<file path="src/rtl/uart_pkg.sv">
// Shared types and constants for the UART transmit arbiter.
package uart_pkg;

  localparam int BYTE_W = 8;

  typedef enum logic [1:0] {
    IDLE      = 2'd0,
    START     = 2'd1,
    WAIT_BUSY = 2'd2,
    WAIT_DONE = 2'd3
  } state_t;

  // Index width for a requester count; never narrower than one bit.
  function automatic int idx_width(input int n);
    return (n < 2) ? 1 : $clog2(n);
  endfunction

endpackage

</file>
<file path="src/rtl/rr_arbiter.sv">
// Combinational round-robin picker: searches from last_grant+1 upward, wrapping.
module rr_arbiter
  import uart_pkg::*;
#(
  parameter int N  = 4,
  parameter int IW = idx_width(N)
) (
  input  logic [N-1:0]  req,
  input  logic [IW-1:0] last_grant,
  output logic [N-1:0]  grant,
  output logic [IW-1:0] idx,
  output logic          any
);

  // cand[k] is the requester examined at search position k.
  logic [IW-1:0] cand [N];

  generate
    for (genvar gi = 0; gi < N; gi++) begin : g_cand
      assign cand[gi] = IW'((int'(last_grant) + gi + 1) % N);
    end
  endgenerate

  always_comb begin
    grant = '0;
    idx   = '0;
    any   = 1'b0;
    for (int k = 0; k < N; k++) begin
      if (!any && req[cand[k]]) begin
        any = 1'b1;
        idx = cand[k];
      end
    end
    if (any) begin
      grant[idx] = 1'b1;
    end
  end

endmodule

</file>
<file path="src/rtl/uart_tx_arbiter.sv">
// Shares one UART transmitter among NUM_REQ byte requesters with round-robin
// fairness, start/busy handshake and a bounded wait for the transmitter to respond.
module uart_tx_arbiter
  import uart_pkg::*;
#(
  parameter int NUM_REQ      = 4,
  parameter int BUSY_TIMEOUT = 16,
  localparam int IW          = idx_width(NUM_REQ),
  localparam int CW          = $clog2(BUSY_TIMEOUT + 1)
) (
  input  logic                      clk,
  input  logic                      rst,
  input  logic [NUM_REQ-1:0]        req_valid,
  input  logic [BYTE_W*NUM_REQ-1:0] req_data,
  output logic [NUM_REQ-1:0]        req_ready,
  output logic                      tx_start,
  output logic [BYTE_W-1:0]         tx_data,
  input  logic                      tx_busy,
  output logic [IW-1:0]             grant_id,
  output logic                      active,
  output logic                      err_timeout
);

  state_t state_reg, state_next;

  logic [CW-1:0]        cnt_reg, cnt_next;
  logic [IW-1:0]        last_reg, last_next;
  logic [NUM_REQ-1:0]   req_ready_reg, req_ready_next;
  logic                 tx_start_reg, tx_start_next;
  logic [BYTE_W-1:0]    tx_data_reg, tx_data_next;
  logic [IW-1:0]        grant_reg, grant_next;
  logic                 active_reg, active_next;
  logic                 err_reg, err_next;

  logic [NUM_REQ-1:0]   arb_grant;
  logic [IW-1:0]        arb_idx;
  logic                 arb_any;
  logic                 accept;
  logic                 timed_out;

  rr_arbiter #(
    .N  (NUM_REQ),
    .IW (IW)
  ) u_rr (
    .req        (req_valid),
    .last_grant (last_reg),
    .grant      (arb_grant),
    .idx        (arb_idx),
    .any        (arb_any)
  );

  // A new frame is only accepted once the transmitter has gone quiet.
  assign accept    = (state_reg == IDLE) && arb_any && !tx_busy;
  assign timed_out = (state_reg == WAIT_BUSY) && !tx_busy &&
                     (cnt_reg == CW'(BUSY_TIMEOUT - 1));

  always_ff @(posedge clk) begin
    if (rst) begin
      state_reg     <= IDLE;
      cnt_reg       <= '0;
      last_reg      <= IW'(NUM_REQ - 1);
      req_ready_reg <= '0;
      tx_start_reg  <= 1'b0;
      tx_data_reg   <= '0;
      grant_reg     <= '0;
      active_reg    <= 1'b0;
      err_reg       <= 1'b0;
    end else begin
      state_reg     <= state_next;
      cnt_reg       <= cnt_next;
      last_reg      <= last_next;
      req_ready_reg <= req_ready_next;
      tx_start_reg  <= tx_start_next;
      tx_data_reg   <= tx_data_next;
      grant_reg     <= grant_next;
      active_reg    <= active_next;
      err_reg       <= err_next;
    end
  end

  always_comb begin
    state_next = state_reg;
    unique case (state_reg)
      IDLE:      if (accept) state_next = START;
      START:     state_next = WAIT_BUSY;
      WAIT_BUSY: begin
        if (tx_busy) begin
          state_next = WAIT_DONE;
        end else if (timed_out) begin
          state_next = IDLE;
        end
      end
      WAIT_DONE: if (!tx_busy) state_next = IDLE;
      default:   state_next = IDLE;
    endcase
  end

  always_comb begin
    req_ready_next = '0;
    tx_start_next  = 1'b0;
    err_next       = 1'b0;
    tx_data_next   = tx_data_reg;
    grant_next     = grant_reg;
    last_next      = last_reg;
    cnt_next       = cnt_reg;
    active_next    = (state_next != IDLE);
    unique case (state_reg)
      IDLE: begin
        if (accept) begin
          req_ready_next = arb_grant;
          tx_data_next   = req_data[int'(arb_idx)*BYTE_W +: BYTE_W];
          grant_next     = arb_idx;
          last_next      = arb_idx;
        end
      end
      START: begin
        tx_start_next = 1'b1;
        cnt_next      = '0;
      end
      WAIT_BUSY: begin
        // Saturating count keeps the counter from wrapping back into range.
        if (!tx_busy && cnt_reg != CW'(BUSY_TIMEOUT)) begin
          cnt_next = cnt_reg + CW'(1);
        end
        err_next = timed_out;
      end
      default: begin
      end
    endcase
  end

  assign req_ready   = req_ready_reg;
  assign tx_start    = tx_start_reg;
  assign tx_data     = tx_data_reg;
  assign grant_id    = grant_reg;
  assign active      = active_reg;
  assign err_timeout = err_reg;

endmodule
</file>
<file path="config.mk">
export PLATFORM = sky130hd
export DESIGN_NAME = uart_tx_arbiter
export DESIGN_NICKNAME = d
export VERILOG_FILES = /design/src/rtl/uart_pkg.sv /design/src/rtl/rr_arbiter.sv /design/src/rtl/uart_tx_arbiter.sv
export SDC_FILE = /design/constraint.sdc
export NUM_CORES = 1
export LEC_CHECK = 0
export ABC_AREA = 1
export CAP_MARGIN = 20
export CORE_MARGIN = 5
export CORE_UTILIZATION = 40
export DETAILED_ROUTE_END_ITERATION = 8
export GPL_ROUTABILITY_DRIVEN = 0
export PLACE_DENSITY = 0.71
export SLEW_MARGIN = 10
export SYNTH_ARGS = -nofsm -noshare
export SYNTH_HDL_FRONTEND = slang
export SYNTH_HIERARCHICAL = 1
export SYNTH_SLANG_ARGS = --single-unit
</file>
<file path="constraint.sdc">
create_clock -name clk -period 3.05 [get_ports clk]
set_clock_uncertainty 0.1 [all_clocks]
set_input_delay 0.61 -clock clk [delete_from_list [all_inputs] [get_ports clk]]
set_output_delay 0.61 -clock clk [all_outputs]
set_load 0.05 [all_outputs]
</file>
==> out/metrics.yaml <==
status: "finished clean"
ys_top_cells_by_area: "dfxtp_1, nor2_1, nand2_1"
syn_to_final_growth_pct: 38.4
drt-wirelength-per-cell_um: 11.1
critical_path_required_ns: 3.12
rsz0062_at_grt: "false"
grt_pass1_vias: 1609
cts_root_buf: "clkbuf_8"
hold_viol: 0
first_pass_iters: 4
cts_buffers: 3
netlist_instances: 274
finalCritPeriodShare_pct: 81.1
p_sw_share_pct: 48.4
synth-seq-area-share_pct: 30.7
synth-seq-cells: 26
p_leak_nw: 1.10
core.rowCount: 23
critPathTopFamily: "simple AND/OR/NAND/NOR gates"
setup_viol: 0
final_area_sq_um: 2350
routed_wl_um: 4180
ys_warn_count: 6
postCtsSetupRepairBufs: 0
multi_input_comb_area_sq_um: 966
die_w_um: 75.1
grt_pass1_wl_um: 7000
worstSetupStartpointType: "primary input"
nets: 371
path_buf_inv: 4
grt_max_degree: 20
hold_depth: 2
max_stage_delay_ns: 0.49
clkSinkCount: 26
largest_register_ffs: 8
grt_overflow: 0
fin_util_pct: 57.8
dp.cells: 374
clock.fmax_mhz: 404
viasPerCell: 4.63
die_y_um: 75.1
layout_min_cycle_time_ns: 2.47
synth_area_per_cell_sq_um: 6.19
cp_slowest_cell: "clkdlybuf4s50_1"
h-tree-depth: 1
insertedDiodeCount: 0
synth.distinct_cells: 26
syn-num-nets: 316
powerDensity_nw_per_um2: 827
intPower_mw: 1.00
synth_area_sq_um: 1700
num-fill-cells: 421
worstMarginPinSlew_ns: 0.535
cp_num_cells: 17
grtUsageTotal_pct: 15.9
place_area_sq_um: 2270
cp_max_fo: 17
slew_headroom_pct: 64.2
yosysTopAreaCell: "dfxtp_1"
ctsHoldBuffers: 0
dp_hpwl_um: 3380
report.final.slew_viol_count: 0
cts_tree: "built"
post_cts_resized: 0
tns_ns: 0
via_count: 1752
worstPathCellList: "clkdlybuf4s50_1 -> nand2_1 -> nand2_2 -> nand2_2 -> nand2_4 -> nand2_4 -> nand2_2 -> nand2_1 -> nand3_2 -> inv_1 -> buf_4 -> nor2_1 -> nor2_1 -> o21ai_0 -> nand3_1 -> nand2_1 -> inv_1"
insertion_delay_ns: 0.27
drv_cap: 0
drtAntennaViolNets: 0
clk_path_buf_depth: 2
rr_worst_depth: 16
drc: 0
critPathCaptureType: "register"
switching_power_mw: 0.939
final_cells: 378
crit_type: "in -> reg"
regArea_sq_um: 520
antenna_found_initial: 0
design.core.area_sq_um: 4060
io_buffers: 55
arrival_ns: 2.54
ir_worst_vdd_mv: 0.441
clk_pin_slew_ns: 0.09
io_pins: 56
layout-drive-gt1-share_pct: 11.6
clkPwrFrac_pct: 14.5
pwr-share-seq_pct: 23.7
drtIter0Drc: 115
synth_top_area_share_pct: 30.7
hp-class: "reg -> reg"
initial_utilization_pct: 41.8
finalPower_mw: 1.94
combPwrFrac_pct: 61.8
die_area_sq_um: 5640
-- power by group through the flow --
| stage | logic (mW) | registers (mW) | clock network [mW] |
|---|---|---|---|
| 2_1_floorplan | 0.761 | 0.629 | 0 |
| 3_3_place_gp | 1.19 | 0.466 | 0 |
| 3_5_place_dp | 1.20 | 0.468 | 0 |
| 4_1_cts | 1.21 | 0.461 | 0.290 |
| 5_1_grt | 1.34 | 0.470 | 0.302 |
| 6_report | 1.20 | 0.460 | 0.281 |
-- worst min-delay path, delay by kind of cell (launching register included) --
kind,cells,cell delay (ns)
flip-flops,1,0.33
AO/OA/AOI/OAI,1,0.05
AND/OR/NAND/NOR,1,0.08
-- stage by stage --
step | hold WS, ns | setup WS (ns)
finish | 0.397 | 0.577
global route | 0.425 | 0.341
CTS | 0.403 | 0.582
detailed placement | 0.390 | 0.293
global placement | 0.373 | 0.334
floorplan | 0.371 | 0.933
-- final cells by class --
cell class / count / area share, %
inverter: 40 / 6.51
clock buffer: 3 / 1.76
sequential: 26 / 22.2
tap: 50 / 2.67
clock inverter: 1 / 1.28
timing repair buffer: 58 / 24.4
multi-input combinational: 200 / 41.2
-- worst paths after layout --
kind | startpoint | to | slack (ns)
worst max-delay path | req_valid[0] | tx_data[4] | 0.58
worst min-delay path | grant_id[1] | grant_id[1] | 0.40
worst max register to register | last_reg[0] | tx_data[4] | 0.60
worst min register to register | grant_id[1] | grant_id[1] | 0.40
-- cells in the mapped netlist (all sizes together) --
cell type	n
ha	3
nand3	28
nand4	3
buf	6
dfxtp	26
o21ai	20
a21oi	10
clkbuf	2
inv	40
nand2	69
nor2	65
nor3	1
or2	1
-- layer usage --
metal | global-route usage [%] | vias to the layer above | routed length (um)
met4 | 2.96 | 0 | 23
met3 | 5.74 | 2 | 419
met2 | 26.8 | 56 | 1900
met1 | 19.5 | 737 | 1840
met5 | 0 | - | 0
li1 | - | 957 | -
-- logic make-up (layout without fill, tap and decap cells) --
group | after synthesis | after routing | synth area share [%]
flip-flops | 26 | 26 | 30.7
AO/OA/AOI/OAI | 30 | 30 | 9.30
adder cells (fa/ha/maj) | 3 | 3 | 2.21
AND/OR/NAND/NOR | 167 | 167 | 45.5
buffers and inverters | 48 | 102 | 12.3
-- cell usage in the layout (no fill, tap or decap), types with 5 or more instances in the layout --
cell / Yosys / layout
inv_1: 34 / 34
clkdlybuf4s50_1: 0 / 55
nand2_4: 5 / 5
dfxtp_1: 26 / 26
nand2_1: 51 / 51
inv_2: 5 / 5
nor2_1: 63 / 63
o21ai_0: 19 / 19
nand2_2: 13 / 13
nand3_1: 26 / 26
a21oi_1: 8 / 8
(Power assumes the default switching activity.)
